<file path="src/rtl/piezo_pkg.sv">
// Shared constants for the piezo melody sequencer: pitch codes, tone divisors,
// ROM entry layout and the sequencer state encoding.
package piezo_pkg;

    localparam int PITCH_W = 3;
    localparam int DUR_W   = 3;
    localparam int ENTRY_W = PITCH_W + DUR_W;
    localparam int TONE_W  = 10;
    localparam int IDX_W   = 4;

    localparam logic [PITCH_W-1:0] P_REST = 3'd0;
    localparam logic [PITCH_W-1:0] P_C    = 3'd1;
    localparam logic [PITCH_W-1:0] P_D    = 3'd2;
    localparam logic [PITCH_W-1:0] P_E    = 3'd3;
    localparam logic [PITCH_W-1:0] P_F    = 3'd4;
    localparam logic [PITCH_W-1:0] P_G    = 3'd5;
    localparam logic [PITCH_W-1:0] P_A    = 3'd6;
    localparam logic [PITCH_W-1:0] P_B    = 3'd7;

    // Half-period divisors consumed by the downstream tone generator.
    localparam logic [TONE_W-1:0] DIV_C = 10'd956;
    localparam logic [TONE_W-1:0] DIV_D = 10'd851;
    localparam logic [TONE_W-1:0] DIV_E = 10'd758;
    localparam logic [TONE_W-1:0] DIV_F = 10'd716;
    localparam logic [TONE_W-1:0] DIV_G = 10'd638;
    localparam logic [TONE_W-1:0] DIV_A = 10'd568;
    localparam logic [TONE_W-1:0] DIV_B = 10'd506;

    typedef enum logic [1:0] {
        S_IDLE = 2'd0,
        S_LOAD = 2'd1,
        S_PLAY = 2'd2,
        S_GAP  = 2'd3
    } state_t;

endpackage

</file>
<file path="src/rtl/piezo_note_rom.sv">
// Fixed song table: index -> {pitch, dur}. Entries at or beyond SONG_LEN read
// back as a one-tick rest.
module piezo_note_rom
    import piezo_pkg::*;
#(
    parameter int SONG_LEN = 8
) (
    input  logic [IDX_W-1:0]   idx,
    output logic [ENTRY_W-1:0] entry
);

    always_comb begin
        entry = {P_REST, 3'd1};
        if (32'(idx) < SONG_LEN) begin
            case (idx)
                4'd0:    entry = {P_G, 3'd2};
                4'd1:    entry = {P_G, 3'd2};
                4'd2:    entry = {P_E, 3'd2};
                4'd3:    entry = {P_D, 3'd2};
                4'd4:    entry = {P_G, 3'd2};
                4'd5:    entry = {P_G, 3'd2};
                4'd6:    entry = {P_E, 3'd4};
                4'd7:    entry = {P_REST, 3'd4};
                default: entry = {P_REST, 3'd1};
            endcase
        end
    end

endmodule

</file>
<file path="src/rtl/piezo_note_seq.sv">
// Melody sequencer: walks the note ROM, holds each note for dur tempo ticks,
// then a silent gap, and presents the tone divisor to the tone generator.
module piezo_note_seq
    import piezo_pkg::*;
#(
    parameter int TICK_DIV  = 5000000,
    parameter int GAP_TICKS = 1,
    parameter int SONG_LEN  = 8
) (
    input  logic              clk,
    input  logic              rst,
    input  logic              start,
    input  logic              stop,
    input  logic              loop_en,
    output logic [TONE_W-1:0] tone_cnt,
    output logic              note_valid,
    output logic [IDX_W-1:0]  note_idx,
    output logic              busy,
    output logic              done,
    output state_t            dbg_state
);

    localparam int TW = (TICK_DIV > 1) ? $clog2(TICK_DIV) : 1;
    localparam int GW = (GAP_TICKS > 1) ? $clog2(GAP_TICKS + 1) : 1;

    state_t              state, state_next;
    logic [TW-1:0]       tick_cnt, tick_d;
    logic [DUR_W-1:0]    dur_cnt, dur_d;
    logic [GW-1:0]       gap_cnt, gap_d;
    logic [TONE_W-1:0]   tone_d;
    logic                valid_d, done_d;
    logic [IDX_W-1:0]    idx_d;
    logic [ENTRY_W-1:0]  rom_entry;
    logic [PITCH_W-1:0]  pitch;
    logic [DUR_W-1:0]    dur;
    logic                tick, play_end, gap_end, advance, last, finish, abort;

    piezo_note_rom #(.SONG_LEN(SONG_LEN)) u_rom (
        .idx   (note_idx),
        .entry (rom_entry)
    );

    assign pitch = rom_entry[ENTRY_W-1:DUR_W];
    assign dur   = rom_entry[DUR_W-1:0];

    function automatic logic [TONE_W-1:0] pitch_div(input logic [PITCH_W-1:0] p);
        case (p)
            P_C:     return DIV_C;
            P_D:     return DIV_D;
            P_E:     return DIV_E;
            P_F:     return DIV_F;
            P_G:     return DIV_G;
            P_A:     return DIV_A;
            P_B:     return DIV_B;
            default: return '0;
        endcase
    endfunction

    always_ff @(posedge clk or negedge rst) begin
        if (!rst) begin
            state      <= S_IDLE;
            tick_cnt   <= '0;
            dur_cnt    <= '0;
            gap_cnt    <= '0;
            tone_cnt   <= '0;
            note_valid <= 1'b0;
            note_idx   <= '0;
            done       <= 1'b0;
        end else begin
            state      <= state_next;
            tick_cnt   <= tick_d;
            dur_cnt    <= dur_d;
            gap_cnt    <= gap_d;
            tone_cnt   <= tone_d;
            note_valid <= valid_d;
            note_idx   <= idx_d;
            done       <= done_d;
        end
    end

    always_comb begin
        tick     = (state == S_PLAY || state == S_GAP) && (tick_cnt == TW'(TICK_DIV - 1));
        play_end = (state == S_PLAY) && tick && (dur_cnt == DUR_W'(1));
        gap_end  = (state == S_GAP) && tick && (gap_cnt == GW'(1));
        advance  = (play_end && (GAP_TICKS == 0)) || gap_end;
        last     = (note_idx == IDX_W'(SONG_LEN - 1));
        finish   = advance && last && !loop_en;
        abort    = stop && (state != S_IDLE);
        state_next = state;
        case (state)
            S_IDLE: if (start && !stop) state_next = S_LOAD;
            S_LOAD: state_next = S_PLAY;
            S_PLAY: begin
                if (advance)       state_next = finish ? S_IDLE : S_LOAD;
                else if (play_end) state_next = S_GAP;
            end
            S_GAP:  if (advance) state_next = finish ? S_IDLE : S_LOAD;
            default: state_next = S_IDLE;
        endcase
        if (abort) state_next = S_IDLE;
    end

    always_comb begin
        tone_d  = tone_cnt;
        valid_d = note_valid;
        idx_d   = note_idx;
        dur_d   = dur_cnt;
        gap_d   = gap_cnt;
        done_d  = 1'b0;
        tick_d  = tick_cnt;
        if (state == S_PLAY || state == S_GAP) tick_d = tick ? '0 : tick_cnt + TW'(1);
        case (state)
            S_IDLE: if (start && !stop) idx_d = '0;
            S_LOAD: begin
                tone_d  = pitch_div(pitch);
                valid_d = (pitch != P_REST);
                dur_d   = (dur == '0) ? DUR_W'(1) : dur;
                tick_d  = '0;
            end
            S_PLAY: begin
                if (tick) dur_d = dur_cnt - DUR_W'(1);
                if (play_end) begin
                    tone_d  = '0;
                    valid_d = 1'b0;
                    gap_d   = GW'(GAP_TICKS);
                end
            end
            S_GAP:  if (tick) gap_d = gap_cnt - GW'(1);
            default: ;
        endcase
        if (advance) begin
            idx_d  = last ? '0 : note_idx + IDX_W'(1);
            done_d = finish;
        end
        // stop overrides any same-cycle advance and suppresses done
        if (abort) begin
            tone_d  = '0;
            valid_d = 1'b0;
            idx_d   = '0;
            done_d  = 1'b0;
        end
    end

    assign busy      = (state != S_IDLE);
    assign dbg_state = state;

endmodule

</file>
<file path="config.mk">
export PLATFORM = sky130hd
export DESIGN_NAME = piezo_note_seq
export DESIGN_NICKNAME = d
export VERILOG_FILES = /design/src/rtl/piezo_pkg.sv /design/src/rtl/piezo_note_rom.sv /design/src/rtl/piezo_note_seq.sv
export SDC_FILE = /design/constraint.sdc
export NUM_CORES = 1
export LEC_CHECK = 0
export BUFFER_PORTS_ARGS = -buffer_cell sky130_fd_sc_hd__buf_4
export CELL_PAD_IN_SITES_DETAIL_PLACEMENT = 1
export CELL_PAD_IN_SITES_GLOBAL_PLACEMENT = 1
export CORE_ASPECT_RATIO = 0.75
export CORE_MARGIN = 3
export CORE_UTILIZATION = 50
export DETAILED_ROUTE_END_ITERATION = 6
export GPL_TIMING_DRIVEN = 0
export PLACE_DENSITY = 0.9
export SYNTH_ARGS = -nofsm -noshare
export SYNTH_HDL_FRONTEND = slang
export SYNTH_SLANG_ARGS = --single-unit
</file>
<file path="constraint.sdc">
create_clock -name clk -period 3.4 [get_ports clk]
set_input_delay 0.34 -clock clk [delete_from_list [all_inputs] [get_ports clk]]
set_output_delay 0.34 -clock clk [all_outputs]
set_load 0.1 [all_outputs]
</file>
==> metrics.md <==
| Metric | Value |
|---|---|
| Most instantiated library cell after synthesis | sky130_fd_sc_hd__dfrtp_1 |
| Clock transition at the register clock pins on the worst setup and hold paths after CTS | 0.10 ns |
| Static power due to leakage | 1.38 nW |
| Post-cts repair resize count | 0 |
| Reg2reg end | dbg_state[0] |
| Data arrival, critical path | 2.72 ns |
| Post-layout total power | 0.00224 W |
| EDFF count, synth | 0 |
| Count of mapped cells out of synthesis | 289 |
| Die height | 69.8 um |
| Count of cells along the worst register-to-register path | 6 |
| Worst-Margin Slew | 0.850 ns |
| Final count of hold timing violations | 0 |
| Status | finished clean |
| Cell types with the largest area share after synthesis | sky130_fd_sc_hd__dfrtp_1 42%, sky130_fd_sc_hd__ha_1 5.5%, sky130_fd_sc_hd__xnor2_1 4.5% |
| RSZ-0062 raised after global routing | no |
| Vias post-DR | 2419 |
| Vias per cell | 6.17 |
| Final weighted congestion of routability-driven global placement | 0.856 |
| Worst slack, placed | 0.909 ns |
| Final Setup Violations | 0 |
| Data required, critical path | 3.57 ns |
| Post-synth ARST share | 100% |
| End point of the critical path | dbg_state[0] |
| Storage element area | 1130 sq um |
| Post-Syn Area | 2710 sq um |
| Clk_skew | 0.0153 ns |
| Initial antenna violation count | 0 |
| Kind of end point of the critical path | register |
| Power density over the cells | 730 nW/um^2 |
| 1st-iter DRT viols | 131 |
| Number of I/O pins | 24 |
| Share of Yosys cell area claimed by the top area cell type | 41.5% |
| Part of the cycle the worst path needs | 74.8% |
| Worst setup path startpoint | tick_cnt[14] |
| Max Fclk | 0.393 GHz |
| Layout-stage area growth over the synthesis result | 13.2% |
| Number of storage elements in the synthesis netlist | 45 |
| Number of inserted filler cells in the final layout | 620 |
| Chip width | 91.0 um |
| Critical Path Source Type | register |
| TritonRoute pass-1 iters | 4 |
| Fraction of final layout cells with drive strength greater than 1 | 15.6% |
| Sinks on the clock net | 45 |
| Number of global-route vias before repair | 2445 |
| Max rail drop VDD | 987 uV |
| Wire length of the first global-routing pass | 12500 um |
| Total wirelength of the detailed-routed design | 7510 um |
| Global-route usage over all layers | 24.6% |
| Worst hold path type | primary input to async pin |
| Overall die area | 6350 sq um |
| Average cell area after synthesis | 9.38 sq um |
| Number of buffers added for setup after CTS | 0 |
| Xor-xnor portion of the synthesized cell area | 5.17% |
| Final critical-path required period | 2.54 ns |
| Effective utilization at floorplan | 53.5% |
| TritonCTS clock tree | yes |
| Slew headroom | 42.9% |
| Longest Clk Path Bufs | 2 |
| Compound-Gate Fraction of Synth Area | 15.8% |
| Hold buffers post-CTS | 0 |
| Post-placement cell count | 384 |
| Post-detailed-route DRC marker count | 0 |
| Largest area contributor in the synthesized netlist | sky130_fd_sc_hd__dfrtp_1 |
| Cell variety after synth | 57 |
| WL per Instance | 19.2 um |
| Startpoint of the worst-slack reg-to-reg timing path | tick_cnt[14] |
| Setup TNS after final layout | 0 ns |
| Total inserted antenna cells | 0 |
| Maximum number of pins on one net before global-route repair | 46 |
| Post-synthesis mux area share | 1.11% |
| Area occupied by multi-input gates | 1470 sq um |
| Synthesis warning total | 0 |
| Deepest level of the CTS H-tree | 2 |
| Adder-cell share of the synthesized area | 5.54% |
| Top cells by instance count after synthesis | 45 x sky130_fd_sc_hd__dfrtp_1, 29 x sky130_fd_sc_hd__nor2_1, 19 x sky130_fd_sc_hd__nand2_1 |
| Number of buffers inserted by port buffering | 23 |
| Number of nets in the layout | 336 |
| Post-synthesis simple-gate area fraction | 26.5% |
| Root buffer selected by CTS | sky130_fd_sc_hd__clkbuf_8 |
| Site row count | 22 |
| Crit Path Category | register to register |
| Largest family of logic cells by synthesized area | simple AND/OR/NAND/NOR gates |
| Antenna violation net count after detailed routing | 0 |
| Fin cells | 392 |
| Detailed placement HPWL | 5260 um |
| Number of buffers created by CTS | 5 |
| Setup slack on the worst flop-to-flop path | 0.86 ns |
| Skew-Pair Late Insertion Delay | 0.31 ns |
| Fraction of the yosys area taken by sequential cells | 41.5% |
| Post-synth net total | 306 |
| Total global routing overflow | 0 |
| Total of max-cap violations | 0 |
| Number of slew-limit violations in the final report | 0 |
| Slack of the critical path | 0.857 ns |
| Main synth FF type | sky130_fd_sc_hd__dfrtp_1 |
| Core box area | 5060 sq um |
| Critical-path maximum fanout | 8 |
## layout make-up
cell class	count	share of cell area, %
tap	72	2.93
inverter	16	1.96
clock buffer	6	2.69
buffer	11	1.87
multi-input combinational	217	47.8
sequential	45	36.7
timing repair buffer	23	5.62
clock inverter	2	0.448
## stage by stage
stage | hold WS [ns] | instance area (sq um) | util (%)
finish | 0.0296 | 3070 | 60.6
global route | 0.0649 | 3070 | 60.6
CTS | 0.0504 | 3070 | 60.6
detailed placement | 0.385 | 2970 | 58.7
global placement | 0.382 | 2970 | 58.7
floorplan | 0.0444 | 2710 | -
## routing by layer
layer,wire [um],track usage (%)
met5,0,0
met4,155,7.53
met3,248,4.88
met2,3310,36.2
met1,3800,36.3
## placed cells by master (no fill, tap or decap), types with 2 or more instances in the layout
master | netlist | layout
sky130_fd_sc_hd__a31o_2 | 2 | 2
sky130_fd_sc_hd__nor2_1 | 29 | 29
sky130_fd_sc_hd__and2_1 | 2 | 2
sky130_fd_sc_hd__nand3_1 | 16 | 16
sky130_fd_sc_hd__ha_1 | 12 | 12
sky130_fd_sc_hd__buf_4 | 0 | 23
sky130_fd_sc_hd__nand2_1 | 19 | 19
sky130_fd_sc_hd__or2_2 | 2 | 2
sky130_fd_sc_hd__o22ai_1 | 2 | 2
sky130_fd_sc_hd__nor4b_1 | 2 | 2
sky130_fd_sc_hd__nor4_1 | 12 | 12
sky130_fd_sc_hd__or4_1 | 3 | 3
sky130_fd_sc_hd__o2bb2ai_1 | 5 | 5
sky130_fd_sc_hd__and2b_2 | 2 | 2
sky130_fd_sc_hd__nand2b_1 | 3 | 3
sky130_fd_sc_hd__nor3_1 | 7 | 7
sky130_fd_sc_hd__o32ai_1 | 2 | 2
sky130_fd_sc_hd__o21bai_1 | 2 | 2
sky130_fd_sc_hd__or3_1 | 3 | 3
sky130_fd_sc_hd__dfrtp_1 | 45 | 45
sky130_fd_sc_hd__xor2_1 | 2 | 2
sky130_fd_sc_hd__a211oi_1 | 2 | 2
sky130_fd_sc_hd__clkbuf_8 | 0 | 6
sky130_fd_sc_hd__a22o_1 | 5 | 5
sky130_fd_sc_hd__xnor2_1 | 14 | 14
sky130_fd_sc_hd__a31oi_1 | 2 | 2
sky130_fd_sc_hd__and3_1 | 3 | 3
sky130_fd_sc_hd__nand4bb_1 | 2 | 2
sky130_fd_sc_hd__nand4_1 | 8 | 8
sky130_fd_sc_hd__clkbuf_1 | 5 | 5
sky130_fd_sc_hd__a21o_1 | 8 | 8
sky130_fd_sc_hd__buf_2 | 4 | 4
sky130_fd_sc_hd__mux2i_1 | 3 | 3
sky130_fd_sc_hd__or2_1 | 2 | 2
sky130_fd_sc_hd__nor2b_1 | 4 | 4
sky130_fd_sc_hd__o21ai_0 | 10 | 10
sky130_fd_sc_hd__inv_1 | 16 | 16
sky130_fd_sc_hd__a21oi_1 | 8 | 8
## worst max-delay path: stages, from the launching register on
cell and delay [ns]:
sky130_fd_sc_hd__dfrtp_1 0.35, sky130_fd_sc_hd__clkbuf_1 0.34, sky130_fd_sc_hd__nor4bb_1 0.36, sky130_fd_sc_hd__nand3_1 0.24, sky130_fd_sc_hd__or4_1 0.54, sky130_fd_sc_hd__a211oi_1 0.40, sky130_fd_sc_hd__o32ai_1 0.17
## state kept, by name, summed over array words and instances, names as in the netlist
register / flops
tone_cnt: 10
dur_cnt: 3
dbg_state: 2
note_idx: 4
done: 1
tick_cnt: 23
gap_cnt: 1
note_valid: 1
## power breakdown
group / internal (W) / leakage, nW / total (W) / switching (W)
Combinational: 0.000318 / 0.728 / 0.00117 / 0.000854
Sequential: 0.000622 / 0.601 / 0.000710 / 0.0000875
Clock: 0.000165 / 0.0512 / 0.000361 / 0.000196
Total: 0.00111 / 1.38 / 0.00224 / 0.00114
## worst min-delay path by stage
| stage | from | to | slack [ns] |
|---|---|---|---|
| CTS | rst | tone_cnt[4] | 0.05 |
| finish | rst | dur_cnt[2] | 0.03 |
| global route | rst | dur_cnt[2] | 0.06 |
| floorplan | rst | dbg_state[0] | 0.04 |
| global placement | rst | done | 0.38 |
| detailed placement | rst | dur_cnt[1] | 0.38 |
## cells by family (layout without fill, tap and decap cells)
kind of cell | count (synthesis) | after routing
adder cells (fa/ha/maj) | 12 | 12
AND/OR/NAND/NOR | 129 | 129
flip-flops | 45 | 45
multiplexers | 3 | 3
XOR/XNOR | 16 | 16
AO/OA/AOI/OAI | 57 | 57
buffers and inverters | 27 | 58
Power figures use the tool's default switching activity.
